--- src/rtl/elut_bank_if.sv ---
// Configuration handshake and LUT read/output bundle for elut_bank.
// The bank drives the slave side; the configuring agent drives the master side.
interface elut_bank_if #(
  parameter int K        = 6,
  parameter int NUM_LUTS = 8,
  parameter int CFG_W    = 8
);
  logic                  cfg_start;
  logic [CFG_W-1:0]      cfg_data;
  logic                  cfg_valid;
  logic                  cfg_ready;
  logic                  cfg_busy;
  logic                  cfg_done;
  logic [NUM_LUTS*K-1:0] rd_addr;
  logic [NUM_LUTS-1:0]   lut_comb;
  logic [NUM_LUTS-1:0]   lut_reg;
  logic [NUM_LUTS-1:0]   lut_out;

  modport master (
    output cfg_start, cfg_data, cfg_valid, rd_addr,
    input  cfg_ready, cfg_busy, cfg_done, lut_comb, lut_reg, lut_out
  );

  modport slave (
    input  cfg_start, cfg_data, cfg_valid, rd_addr,
    output cfg_ready, cfg_busy, cfg_done, lut_comb, lut_reg, lut_out
  );
endinterface

--- src/rtl/elut_bank.sv ---
// Bank of NUM_LUTS K-input LUTs loaded by a serial beat stream; each LUT takes
// 2**K/CFG_W mask beats followed by one mode beat selecting registered or combinational output.
module elut_bank #(
  parameter int K        = 6,
  parameter int NUM_LUTS = 8,
  parameter int CFG_W    = 8
) (
  input  logic       clk,
  input  logic       rst_n,
  elut_bank_if.slave bus
);

  localparam int DEPTH = 2**K;
  localparam int B     = DEPTH / CFG_W;
  localparam int BW    = $clog2(B + 1);
  localparam int LW    = (NUM_LUTS > 1) ? $clog2(NUM_LUTS) : 1;

  typedef enum logic [1:0] {
    S_IDLE,
    S_LOAD,
    S_DONE
  } state_e;

  state_e              state_q, state_d;
  logic [BW-1:0]       beat_q, beat_d;
  logic [LW-1:0]       lut_q, lut_d;
  logic [NUM_LUTS-1:0] mode_q, mode_d;
  logic                busy_q, busy_d;
  logic                done_q, done_d;
  logic [NUM_LUTS-1:0] lut_reg_q, lut_reg_d;
  logic [NUM_LUTS-1:0] lut_comb_w;
  logic                mask_we;

  // Mask RAM: deliberately unreset; outputs are gated until a full load completes.
  logic [DEPTH-1:0]    mask_q [NUM_LUTS];

  always_comb begin
    state_d = state_q;
    beat_d  = beat_q;
    lut_d   = lut_q;
    mode_d  = mode_q;
    mask_we = 1'b0;
    case (state_q)
      S_IDLE, S_DONE: begin
        if (bus.cfg_start) begin
          state_d = S_LOAD;
          beat_d  = '0;
          lut_d   = '0;
        end
      end
      S_LOAD: begin
        if (bus.cfg_valid) begin
          if (beat_q < BW'(B)) begin
            mask_we = 1'b1;
            beat_d  = beat_q + 1'b1;
          end else begin
            mode_d[lut_q] = bus.cfg_data[0];
            beat_d        = '0;
            if (lut_q == LW'(NUM_LUTS - 1)) begin
              state_d = S_DONE;
              lut_d   = '0;
            end else begin
              lut_d = lut_q + 1'b1;
            end
          end
        end
      end
      default: state_d = S_IDLE;
    endcase
  end

  always_comb begin
    busy_d = (state_d == S_LOAD);
    done_d = (state_d == S_DONE);
  end

  always_comb begin
    lut_comb_w = '0;
    if (done_q) begin
      for (int unsigned i = 0; i < NUM_LUTS; i++) begin
        lut_comb_w[i] = mask_q[i][bus.rd_addr[i*K +: K]];
      end
    end
  end

  // Capture only while staying in DONE so a reload blanks lut_reg on the very next cycle.
  always_comb begin
    lut_reg_d = done_d ? lut_comb_w : '0;
  end

  always_ff @(posedge clk) begin
    if (!rst_n) begin
      state_q   <= S_IDLE;
      beat_q    <= '0;
      lut_q     <= '0;
      mode_q    <= '0;
      busy_q    <= 1'b0;
      done_q    <= 1'b0;
      lut_reg_q <= '0;
    end else begin
      state_q   <= state_d;
      beat_q    <= beat_d;
      lut_q     <= lut_d;
      mode_q    <= mode_d;
      busy_q    <= busy_d;
      done_q    <= done_d;
      lut_reg_q <= lut_reg_d;
    end
  end

  always_ff @(posedge clk) begin
    if (rst_n && mask_we) begin
      for (int unsigned b = 0; b < CFG_W; b++) begin
        mask_q[lut_q][K'(int'(beat_q) * CFG_W + b)] <= bus.cfg_data[b];
      end
    end
  end

  assign bus.cfg_ready = (state_q == S_LOAD);
  assign bus.cfg_busy  = busy_q;
  assign bus.cfg_done  = done_q;
  assign bus.lut_comb  = lut_comb_w;
  assign bus.lut_reg   = lut_reg_q;
  assign bus.lut_out   = (mode_q & lut_reg_q) | (~mode_q & lut_comb_w);

endmodule
--- src/flat_wrapper.sv ---
// flat-port wrapper written by rule: the top's interface ports become plain ports
module elut_bank_flat 
#(
  parameter int K        = 6,
  parameter int NUM_LUTS = 8,
  parameter int CFG_W    = 8
)
  (clk, rst_n, bus_cfg_start, bus_cfg_data, bus_cfg_valid, bus_rd_addr, bus_cfg_ready, bus_cfg_busy, bus_cfg_done, bus_lut_comb, bus_lut_reg, bus_lut_out);
  elut_bank_if #(.K(K), .NUM_LUTS(NUM_LUTS), .CFG_W(CFG_W)) bus_i ();
  input  logic clk;
  input  logic rst_n;
  input wire logic [$bits(bus_i.cfg_start)-1:0] bus_cfg_start;
  input wire logic [$bits(bus_i.cfg_data)-1:0] bus_cfg_data;
  input wire logic [$bits(bus_i.cfg_valid)-1:0] bus_cfg_valid;
  input wire logic [$bits(bus_i.rd_addr)-1:0] bus_rd_addr;
  output wire logic [$bits(bus_i.cfg_ready)-1:0] bus_cfg_ready;
  output wire logic [$bits(bus_i.cfg_busy)-1:0] bus_cfg_busy;
  output wire logic [$bits(bus_i.cfg_done)-1:0] bus_cfg_done;
  output wire logic [$bits(bus_i.lut_comb)-1:0] bus_lut_comb;
  output wire logic [$bits(bus_i.lut_reg)-1:0] bus_lut_reg;
  output wire logic [$bits(bus_i.lut_out)-1:0] bus_lut_out;
  assign bus_i.cfg_start = bus_cfg_start;
  assign bus_i.cfg_data = bus_cfg_data;
  assign bus_i.cfg_valid = bus_cfg_valid;
  assign bus_i.rd_addr = bus_rd_addr;
  assign bus_cfg_ready = bus_i.cfg_ready;
  assign bus_cfg_busy = bus_i.cfg_busy;
  assign bus_cfg_done = bus_i.cfg_done;
  assign bus_lut_comb = bus_i.lut_comb;
  assign bus_lut_reg = bus_i.lut_reg;
  assign bus_lut_out = bus_i.lut_out;
  elut_bank #(.K(K), .NUM_LUTS(NUM_LUTS), .CFG_W(CFG_W)) u_core (.clk(clk), .rst_n(rst_n), .bus(bus_i));
endmodule
--- config.mk ---
export PLATFORM = sky130hd
export DESIGN_NAME = elut_bank_flat
export DESIGN_NICKNAME = d
export VERILOG_FILES = /design/src/rtl/elut_bank_if.sv /design/src/rtl/elut_bank.sv /design/src/flat_wrapper.sv
export SDC_FILE = /design/constraint.sdc
export NUM_CORES = 1
export LEC_CHECK = 0
export ABC_AREA = 1
export BUFFER_PORTS_ARGS = -buffer_cell sky130_fd_sc_hd__clkbuf_2
export CAP_MARGIN = 30
export CORE_MARGIN = 1.5
export CORE_UTILIZATION = 25
export DETAILED_ROUTE_END_ITERATION = 8
export SYNTH_ARGS = -nofsm -noshare
export SYNTH_HDL_FRONTEND = slang
export SYNTH_SLANG_ARGS = --single-unit
--- constraint.sdc ---
create_clock -name clk -period 2.1 [get_ports clk]
set_clock_uncertainty 0.2 [all_clocks]
set_input_delay 0.21 -clock clk [delete_from_list [all_inputs] [get_ports clk]]
set_output_delay 0.21 -clock clk [all_outputs]
set_load 0.02 [all_outputs]
==> results.yml, run 1 <==
synthesis:
  synth_xor_xnor_area_share: 0
  syn-cell-area_mm2: 0.0225
  synth-compound-area-share: 0.0170
  synthSimpleGateAreaFrac: 0.238
  yosysSeqAreaShare: 0.709
  synthAdderAreaFrac: 0.00167
  syn_nets: 2120
  avgSynthCellArea_um2: 10.9
  ys_seq_elements: 539
  synthMuxAreaShare: 0
  synth_top_family_by_area: "simple AND/OR/NAND/NOR gates"
  synth.distinct_cells: 26
  synth_cells: 2057
  yosys_warnings: 0
die:
  die_w_um: 303
  die_h_um: 303
  coreArea_mm2: 0.0886
  row_count: 109
  start_util: 0.253
  die_area_mm2: 0.0916
  ios: 87
layout:
  layout-drive-gt1-share: 0.302
  final_common_cell: "nand2_1"
  fin_area_mm2: 0.0316
  largest_reg_flops: 512
  final_cell_mix: "nand2_1, edfxtp_1, nand3_1"
  area_growth_pct: 40.6
  fin_nets: 2475
  fillers: 8481
  post_layout_nonfiller_instances: 3619
  diodes: 0
sta:
  relSlewSlack: 0.391
  rsz0062_at_grt: "yes"
  min_period_ns: 2.37
  fin_crit_sh: 1.13
  report.final.slew_viol_count: 0
  hold_viol: 3
  max_clock_freq_ghz: 0.422
  holdWs_ns: -0.0198
  worst_slack_ns: -0.271
  worstMarginPinSlew_ns: 0.912
  setup_viol: 912
setup_path:
  critPathArrivalTime_ns: 1.96
  worstPathCellList: "nand2_1 > nand3_1 > nand3_2 > nand2_1 > nand2_1 > nand3_1 > nand3_1 > nand2_2 > nand3_2 > nand2_2 > buf_8"
  cp_slowest_cell: "edfxtp_1"
  path_class: "flip-flop to output port"
  required_ns: 1.69
  critPathBufInv: 1
  start_kind: "flip-flop"
  end_kind: "output port"
  cp_top_family: "simple AND/OR/NAND/NOR gates"
  slowest_delay_ns: 0.37
  path_max_fanout: 2
detailed_routing:
  num_vias: 17300
  drc_errors: 2
  first_pass_iters: 7
  wl_per_cell_um: 21.1
  ant_nets: 0
  via_per_inst: 4.77
  wl_mm: 76.5
  drt_iter0_drc: 1687
power:
  ir_drop_v: 0.000723
  power_density_mw_per_mm2: 741
  p_seq_frac: 0.504
  total_leakage_power_nw: 11.6
  p_sw_mw: 5.71
  swShare: 0.244
  power_frac_clock: 0.393
  p_int_mw: 17.7
  combPwrFrac: 0.103
placement:
  place_congestion: 0.884
  placed_cells: 3495
  place_hpwl_mm: 49.7
  placed_area_mm2: 0.0272
  portBuffers: 86
clocking:
  clockBufferDepth: 3
  clock_latency_ns: 0.59
  cts_max_level: 2
  cts.sinks: 539
  cts_made_buffers: 52
  cts_root_buffer: "clkbuf_16"
  cts_tree: "yes"
  clk_pin_slew_worst_paths_ns: 0.06
global_routing:
  grt_pass1_wl_mm: 109
  grt_max_degree: 34
  antenna_found_initial: 2
  track_usage: 0.162
  overflow: 0
  grt_pass1_vias: 16300
run_status:
  failed_checks: "DRC, hold timing, setup timing"
  outcome: "finished, violations left"
min_path:
  hold_class: "primary input to flip-flop"
job:
  drv_cap: 0
[through the flow]
stage	util	setup slack, ns	setup TNS [ns]	power, mW
detailed placement	0.307	-0.234	-26.92	14.0
finish	0.356	-0.271	-99.84	23.4
floorplan	-	-0.133	-49.82	12.9
CTS	0.340	-0.294	-28.49	23.2
global placement	0.307	-0.244	-24.10	14.0
global route	0.356	-0.402	-166.47	24.0
[worst paths after layout]
| path | startpoint | endpoint | slack, ns | depth (start not counted) |
|---|---|---|---|---|
| worst min-delay path | bus_rd_addr[46] | u_core.bus.lut_reg[7] | -0.02 | 6 |
| worst max register to register | u_core.state_q[0] | u_core.mask_q[2][54] | -0.24 | 13 |
| worst min register to register | u_core.mode_q[0] | u_core.mode_q[0] | 0.30 | 2 |
| worst max-delay path | u_core.mask_q[1][37] | bus_lut_out[1] | -0.27 | 11 |
[tightest hold or removal path: stages]
cell and delay (ns):
clkbuf_2 0.12, nand3_1 0.10, nand3_2 0.09, nand2_4 0.08, nand2_2 0.08, nor2_1 0.04
[power by group through the flow]
stage | logic [mW] | registers [mW] | clock network, mW
2_1_floorplan | 0.835 | 12.0 | 0
3_3_place_gp | 2.02 | 12.0 | 0
3_5_place_dp | 2.03 | 12.0 | 0
4_1_cts | 2.20 | 11.8 | 9.25
5_1_grt | 2.55 | 11.8 | 9.63
6_report | 2.42 | 11.8 | 9.18
[metal layers]
metal | up-vias | GRT usage | wire [um]
met5 | - | 0 | 0
met4 | 0 | 0.0724 | 3700
met3 | 168 | 0.0206 | 5340
met1 | 8470 | 0.211 | 31100
li1 | 7867 | - | -
met2 | 766 | 0.269 | 36400
[area by class of cell]
| cell class | instances | area (um^2) | share of cell area |
|---|---|---|---|
| Sequential cell | 539 | 15900 | 0.504 |
| Multi-Input combinational cell | 1327 | 7540 | 0.239 |
| Timing Repair Buffer | 402 | 4670 | 0.148 |
| Tap cell | 1165 | 1460 | 0.0462 |
| Clock buffer | 62 | 1360 | 0.0431 |
| Inverter | 90 | 338 | 0.0107 |
| Clock inverter | 34 | 278 | 0.00880 |
[what timing repair did]
item                                    4_1_cts  5_1_grt
endpoints found under the setup margin      590      913
gates cloned                                  4        3
hold buffers                                 11        1
pin swaps                                    62       95
resized for setup                           259      289
setup buffers                                11        5
hold endpoints to repair                     29        5
[cell usage after synthesis (all sizes together)]
master  count  area share
nand3     450        0.10
o21ai      59       0.013
nand2     693        0.12
nor4        1     0.00095
clkbuf     43      0.0072
nand3b      3      0.0010
a211oi      1     0.00033
nand4       3      0.0011
or2         1     0.00028
buf        58       0.013
a21oi      15      0.0033
inv        82       0.014
nor2       86       0.015
ha          3      0.0017
dfxtp      27       0.024
edfxtp    512        0.68
clkinv      8      0.0013
nor3       12      0.0032
[kinds of logic (layout without fill, tap and decap cells)]
kind of cell,Yosys count,after routing
flops,539,539
fa+ha+maj,3,3
buf+inv,191,588
compound gates,75,75
simple gates,1249,1249
Note: power is estimated with default switching activity, not from simulation.
==> inputs of run 2 (changes only) <==
==> constraint.sdc (replaced) <==
create_clock -name clk -period 2.3 [get_ports clk]
set_clock_uncertainty 0.2 [all_clocks]
set_input_delay 0.345 -clock clk [delete_from_list [all_inputs] [get_ports clk]]
set_output_delay 0.345 -clock clk [all_outputs]
set_load 0.02 [all_outputs]
==> run 2 against run 1 <==
Against the previous run: the flow finishes with violations (DRC, setup timing); core utilization fell by 2.3 points; clock power fell by 7.8%; register-to-register slack improved by 0.25 ns; non-clock buffer count fell by 22; flip-flop and latch count did not move; combinational power fell by 19%; hold slack improved by 0.062 ns; critical endpoint is now bus_lut_out[7].
==> results.yml, run 2 (same netlist as run 1, synthesis figures left out) <==
detailed_routing:
  ant_nets: 0
  first_pass_iters: 8
  via_per_inst: 4.70
  wl_per_cell_um: 20.3
  num_vias: 16900
  drc_errors: 1
  drt_iter0_drc: 1928
  wl_mm: 73.1
layout:
  diodes: 0
  fin_area_mm2: 0.0295
  register_area_mm2: 0.0159
  post_layout_nonfiller_instances: 3602
  multi_input_area_mm2: 0.00658
  final_cell_mix: "nand2_1, edfxtp_1, nand3_1"
  final_common_cell: "nand2_1"
  fin_nets: 2455
  largest_reg_flops: 512
  layout-drive-gt1-share: 0.253
  fillers: 8713
  area_growth_pct: 31.3
global_routing:
  grt_pass1_wl_mm: 104
  grt_pass1_vias: 15700
  track_usage: 0.156
  antenna_found_initial: 6
  grt_util_met2: 0.245
  grt_max_degree: 73
  met1_usage: 0.210
  overflow: 0
  use_met3: 0.0279
  grt.busiest_layer: "met2"
job:
  drv_cap: 0
setup_path:
  path_class: "flip-flop to output port"
  critPathArrivalTime_ns: 1.99
  reg2reg_slack_ns: 0.01
  end_kind: "output port"
  r2r-start: "u_core.state_q[0]"
  path_max_fanout: 2
  r2r_cells: 12
  required_ns: 1.75
  r2r-end: "u_core.mask_q[3][52]"
  start_kind: "flip-flop"
sta:
  relSlewSlack: 0.397
  rsz0062_at_grt: "yes"
  min_period_ns: 2.54
  report.final.slew_viol_count: 0
  fin_crit_sh: 1.10
  worst_slack_ns: -0.237
  setup_viol: 16
  worstMarginPinSlew_ns: 0.905
  max_clock_freq_ghz: 0.394
  hold_viol: 0
clocking:
  cts_root_buffer: "clkbuf_16"
  clock_latency_ns: 0.63
  cts.sinks: 539
  clk_pin_slew_worst_paths_ns: 0.06
  cts_max_level: 2
  clockBufferDepth: 3
  cts_made_buffers: 54
  cts_tree: "yes"
run_status:
  outcome: "finished, violations left"
  failed_checks: "DRC, setup timing"
die:
  row_count: 109
  die_w_um: 303
  ios: 87
  start_util: 0.253
  die_h_um: 303
  die_area_mm2: 0.0916
  coreArea_mm2: 0.0886
placement:
  place_hpwl_mm: 49.1
  portBuffers: 86
  placed_area_mm2: 0.0264
  place_congestion: 0.873
  placed_cells: 3481
min_path:
  worstHoldStart: "bus_rd_addr[23]"
  hold_class: "primary input to flip-flop"
  hold_path_depth: 6
  min_to: "u_core.bus.lut_reg[3]"
power:
  total_leakage_power_nw: 11.2
  power_density_mw_per_mm2: 719
  ir_drop_v: 0.000775
## run 2: cell count changes in the layout (fill, tap and decap cells not counted), sizes merged
cell / delta
bufinv: -1
clkbuf: +13
dlygate4sd3: -5
inv: -1
buf: -19
clkinvlp: -4
## run 2: how the worst max path moves through the flow
stage                                   start              endpoint  slack [ns]  cells after the start
after floorplan             u_core.state_q[0]  u_core.mask_q[0][40]        0.02                      9
after detailed placement      bus_rd_addr[36]       bus_lut_comb[6]       -0.19                     15
after CTS                 u_core.mask_q[7][7]        bus_lut_out[7]       -0.24                     11
final                     u_core.mask_q[7][6]        bus_lut_out[7]       -0.24                     11
after global routing      u_core.mask_q[4][3]        bus_lut_out[4]       -0.32                     11
after global placement        bus_rd_addr[36]        bus_lut_out[6]       -0.22                     14
## run 2: routing by layer
layer / share of wire / up-vias / wire, um
met4: 0.043 / 4 / 3160
met1: 0.41 / 8196 / 30300
li1: - / 7829 / -
met5: 0.00033 / - / 24
met2: 0.46 / 744 / 33400
met3: 0.085 / 166 / 6200
## run 2: timing repair
action,in CTS,in global routing
gates cloned,0,4
pin swaps,39,73
setup endpoints to repair,56,555
hold buffers,5,1
setup buffers,1,14
hold endpoints to repair,11,1
gates resized for setup,66,240
## run 2: area by class of cell
| class | count | share of cell area |
|---|---|---|
| clock inverter | 28 | 0.00696 |
| clock buffer | 73 | 0.0503 |
| tap | 1165 | 0.0494 |
| sequential | 539 | 0.540 |
| timing repair buffer | 380 | 0.119 |
| multi-input combinational | 1327 | 0.223 |
| inverter | 90 | 0.0115 |
## run 2: where the power goes
group          internal (mW)  switching [mW]
sequential              10.8          0.0192
combinational          0.669            1.29
clock                   4.75            3.71
total                   16.2            5.02
## run 2: critical path, stage by stage (launching register included)
cell and delay, ns:
edfxtp_1 0.37, nand2_1 0.08, nand3_1 0.10, nand3_2 0.08, nand2_2 0.07, nand2_2 0.07, nand3_2 0.08, nand3b_1 0.13
nand2_4 0.12, nand3_2 0.09, nand2_1 0.05, clkbuf_8 0.15
## run 2: through the flow
step	setup slack (ns)	total power [mW]	hold WS, ns	utilization	TNS [ns]
2_1_floorplan	0.0198	11.7	0.244	-	0
3_3_place_gp	-0.218	12.8	0.282	0.298	-4.76
3_5_place_dp	-0.192	12.8	0.291	0.298	-5.06
4_1_cts	-0.239	21.1	0.0202	0.320	-3.23
5_1_grt	-0.321	21.8	0.0637	0.333	-15.79
6_report	-0.237	21.2	0.0424	0.333	-2.77
==> inputs of run 3 (changes only) <==
--- a/config.mk
+++ b/config.mk
@@ -7,7 +7,6 @@
 export LEC_CHECK = 0
 export ABC_AREA = 1
 export BUFFER_PORTS_ARGS = -buffer_cell sky130_fd_sc_hd__clkbuf_2
-export CAP_MARGIN = 30
 export CORE_MARGIN = 1.5
 export CORE_UTILIZATION = 25
 export DETAILED_ROUTE_END_ITERATION = 8
==> constraint.sdc (replaced) <==
create_clock -name clk -period 2.3 [get_ports clk]
set_clock_uncertainty 0.2 [all_clocks]
set_input_delay 0.345 -clock clk [delete_from_list [all_inputs] [get_ports clk]]
set_output_delay 0.345 -clock clk [all_outputs]
set_load 0.05 [all_outputs]
==> run 3 against run 2 <==
Against the previous run: the flow still finishes with violations (DRC, setup timing); first-iteration DRC count down 17%; global-route usage down 0.20 points; die area unchanged; critical path type unchanged.
==> results.yml, run 3 (same netlist as run 1, synthesis figures left out) <==
run_status:
  outcome: "finished, violations left"
  failed_checks: "DRC, setup timing"
layout:
  fin_nets: 2438
  final_common_cell: "nand2_1"
  fillers: 8823
  layout-drive-gt1-share: 0.248
  final_cell_mix: "nand2_1, edfxtp_1, nand3_1"
  diodes: 0
  largest_reg_flops: 512
  area_growth_pct: 30.7
job:
  drv_cap: 0
setup_path:
  start_kind: "flip-flop"
  critPathArrivalTime_ns: 2.01
  r2r_cells: 11
  required_ns: 1.75
  path_class: "flip-flop to output port"
  reg2reg_slack_ns: 0.05
  end_kind: "output port"
  path_max_fanout: 2
clocking:
  cts_made_buffers: 52
  clk_pin_slew_worst_paths_ns: 0.06
  clock_latency_ns: 0.60
  cts_tree: "yes"
  cts.sinks: 539
  cts_root_buffer: "clkbuf_16"
  cts_max_level: 2
  clockBufferDepth: 3
global_routing:
  track_usage: 0.153
  use_met3: 0.0239
  grt_util_met2: 0.247
  grt_pass1_wl_mm: 103
  antenna_found_initial: 7
  grt_pass1_vias: 15600
  met1_usage: 0.201
  grt.busiest_layer: "met2"
  overflow: 0
  grt_max_degree: 35
power:
  ir_drop_v: 0.000647
  p_sw_mw: 4.95
  total_leakage_power_nw: 11.1
  p_seq_frac: 0.499
  power_density_mw_per_mm2: 735
  p_total_mw: 21.6
  combPwrFrac: 0.089
  swShare: 0.230
  p_int_mw: 16.6
  power_frac_clock: 0.411
sta:
  worst_slack_ns: -0.257
  rsz0062_at_grt: "yes"
  relSlewSlack: 0.549
  setup_viol: 16
  max_clock_freq_ghz: 0.391
  setup_tns_ns: -3.09
  min_period_ns: 2.56
  report.final.slew_viol_count: 0
  hold_viol: 0
  worstMarginPinSlew_ns: 0.677
  fin_crit_sh: 1.11
detailed_routing:
  wl_mm: 71.8
  num_vias: 16700
  wl_per_cell_um: 20.0
  drc_errors: 1
  first_pass_iters: 7
  ant_nets: 0
  drt_iter0_drc: 1600
  via_per_inst: 4.66
die:
  ios: 87
  start_util: 0.253
  die_area_mm2: 0.0916
  row_count: 109
  coreArea_mm2: 0.0886
  die_h_um: 303
  die_w_um: 303
placement:
  post-place-ws_ns: -0.207
  place_hpwl_mm: 48.5
  place_congestion: 0.882
  portBuffers: 86
min_path:
  hold_path_depth: 5
  hold_class: "primary input to flip-flop"
run 3: metal layers:
| layer | vias up | routed length, um | part of all wire |
|---|---|---|---|
| met5 | - | 15 | 0.00021 |
| met4 | 2 | 3980 | 0.055 |
| met2 | 695 | 33100 | 0.46 |
| li1 | 7789 | - | - |
| met3 | 170 | 5340 | 0.074 |
| met1 | 8034 | 29300 | 0.41 |
run 3: critical path, stage by stage (launching register included):
cell and delay [ns]:
edfxtp_1 0.35, nand2_1 0.07, nand3_1 0.07, nand3_1 0.10, nand2_1 0.08, nand2_1 0.06, nand3_1 0.07, nand3_1 0.10
nand2_2 0.07, buf_12 0.14, nand3_1 0.07, nand2_2 0.07, buf_12 0.15
run 3: worst paths after layout:
kind | startpoint | to
max | u_core.mask_q[5][47] | bus_lut_out[5]
min | bus_rd_addr[23] | u_core.bus.lut_reg[3]
max reg2reg | u_core.state_q[0] | u_core.mask_q[1][54]
min reg2reg | u_core.mode_q[3] | u_core.mode_q[3]
run 3: final cells by class:
cell class,instances,area [um^2],area share
Clock inverter,29,365,0.0125
Inverter,90,340,0.0116
Timing Repair Buffer,365,3440,0.117
Tap cell,1165,1460,0.0497
Clock buffer,66,1400,0.0475
Sequential cell,539,15900,0.542
Multi-Input combinational cell,1327,6420,0.219
run 3: timing repair:
item	4_1_cts	5_1_grt
endpoints found under the hold margin	18	0
resized for setup	71	151
pin swaps	49	80
setup buffers	2	6
cloned	0	2
setup endpoints to repair	38	712
hold buffers	6	0
run 3: per-stage QoR:
stage          hold WS (ns)  utilization  cell area, um^2  cells
4_1_cts              0.0368        0.323            28700   3573
6_report             0.0506        0.331            29300   3581
2_1_floorplan         0.244            -            22500   2057
3_5_place_dp          0.285        0.300            26600   3472
3_3_place_gp          0.283        0.300            26600   3472
5_1_grt              0.0793        0.331            29300   3581
run 3: power by group through the flow:
stage	Clock, mW	Combinational [mW]	Sequential (mW)
6_report	8.87	1.93	10.8
2_1_floorplan	0	0.761	11.0
4_1_cts	9.01	1.84	10.8
5_1_grt	9.33	2.06	10.8
3_5_place_dp	0	1.81	11.0
3_3_place_gp	0	1.80	11.0
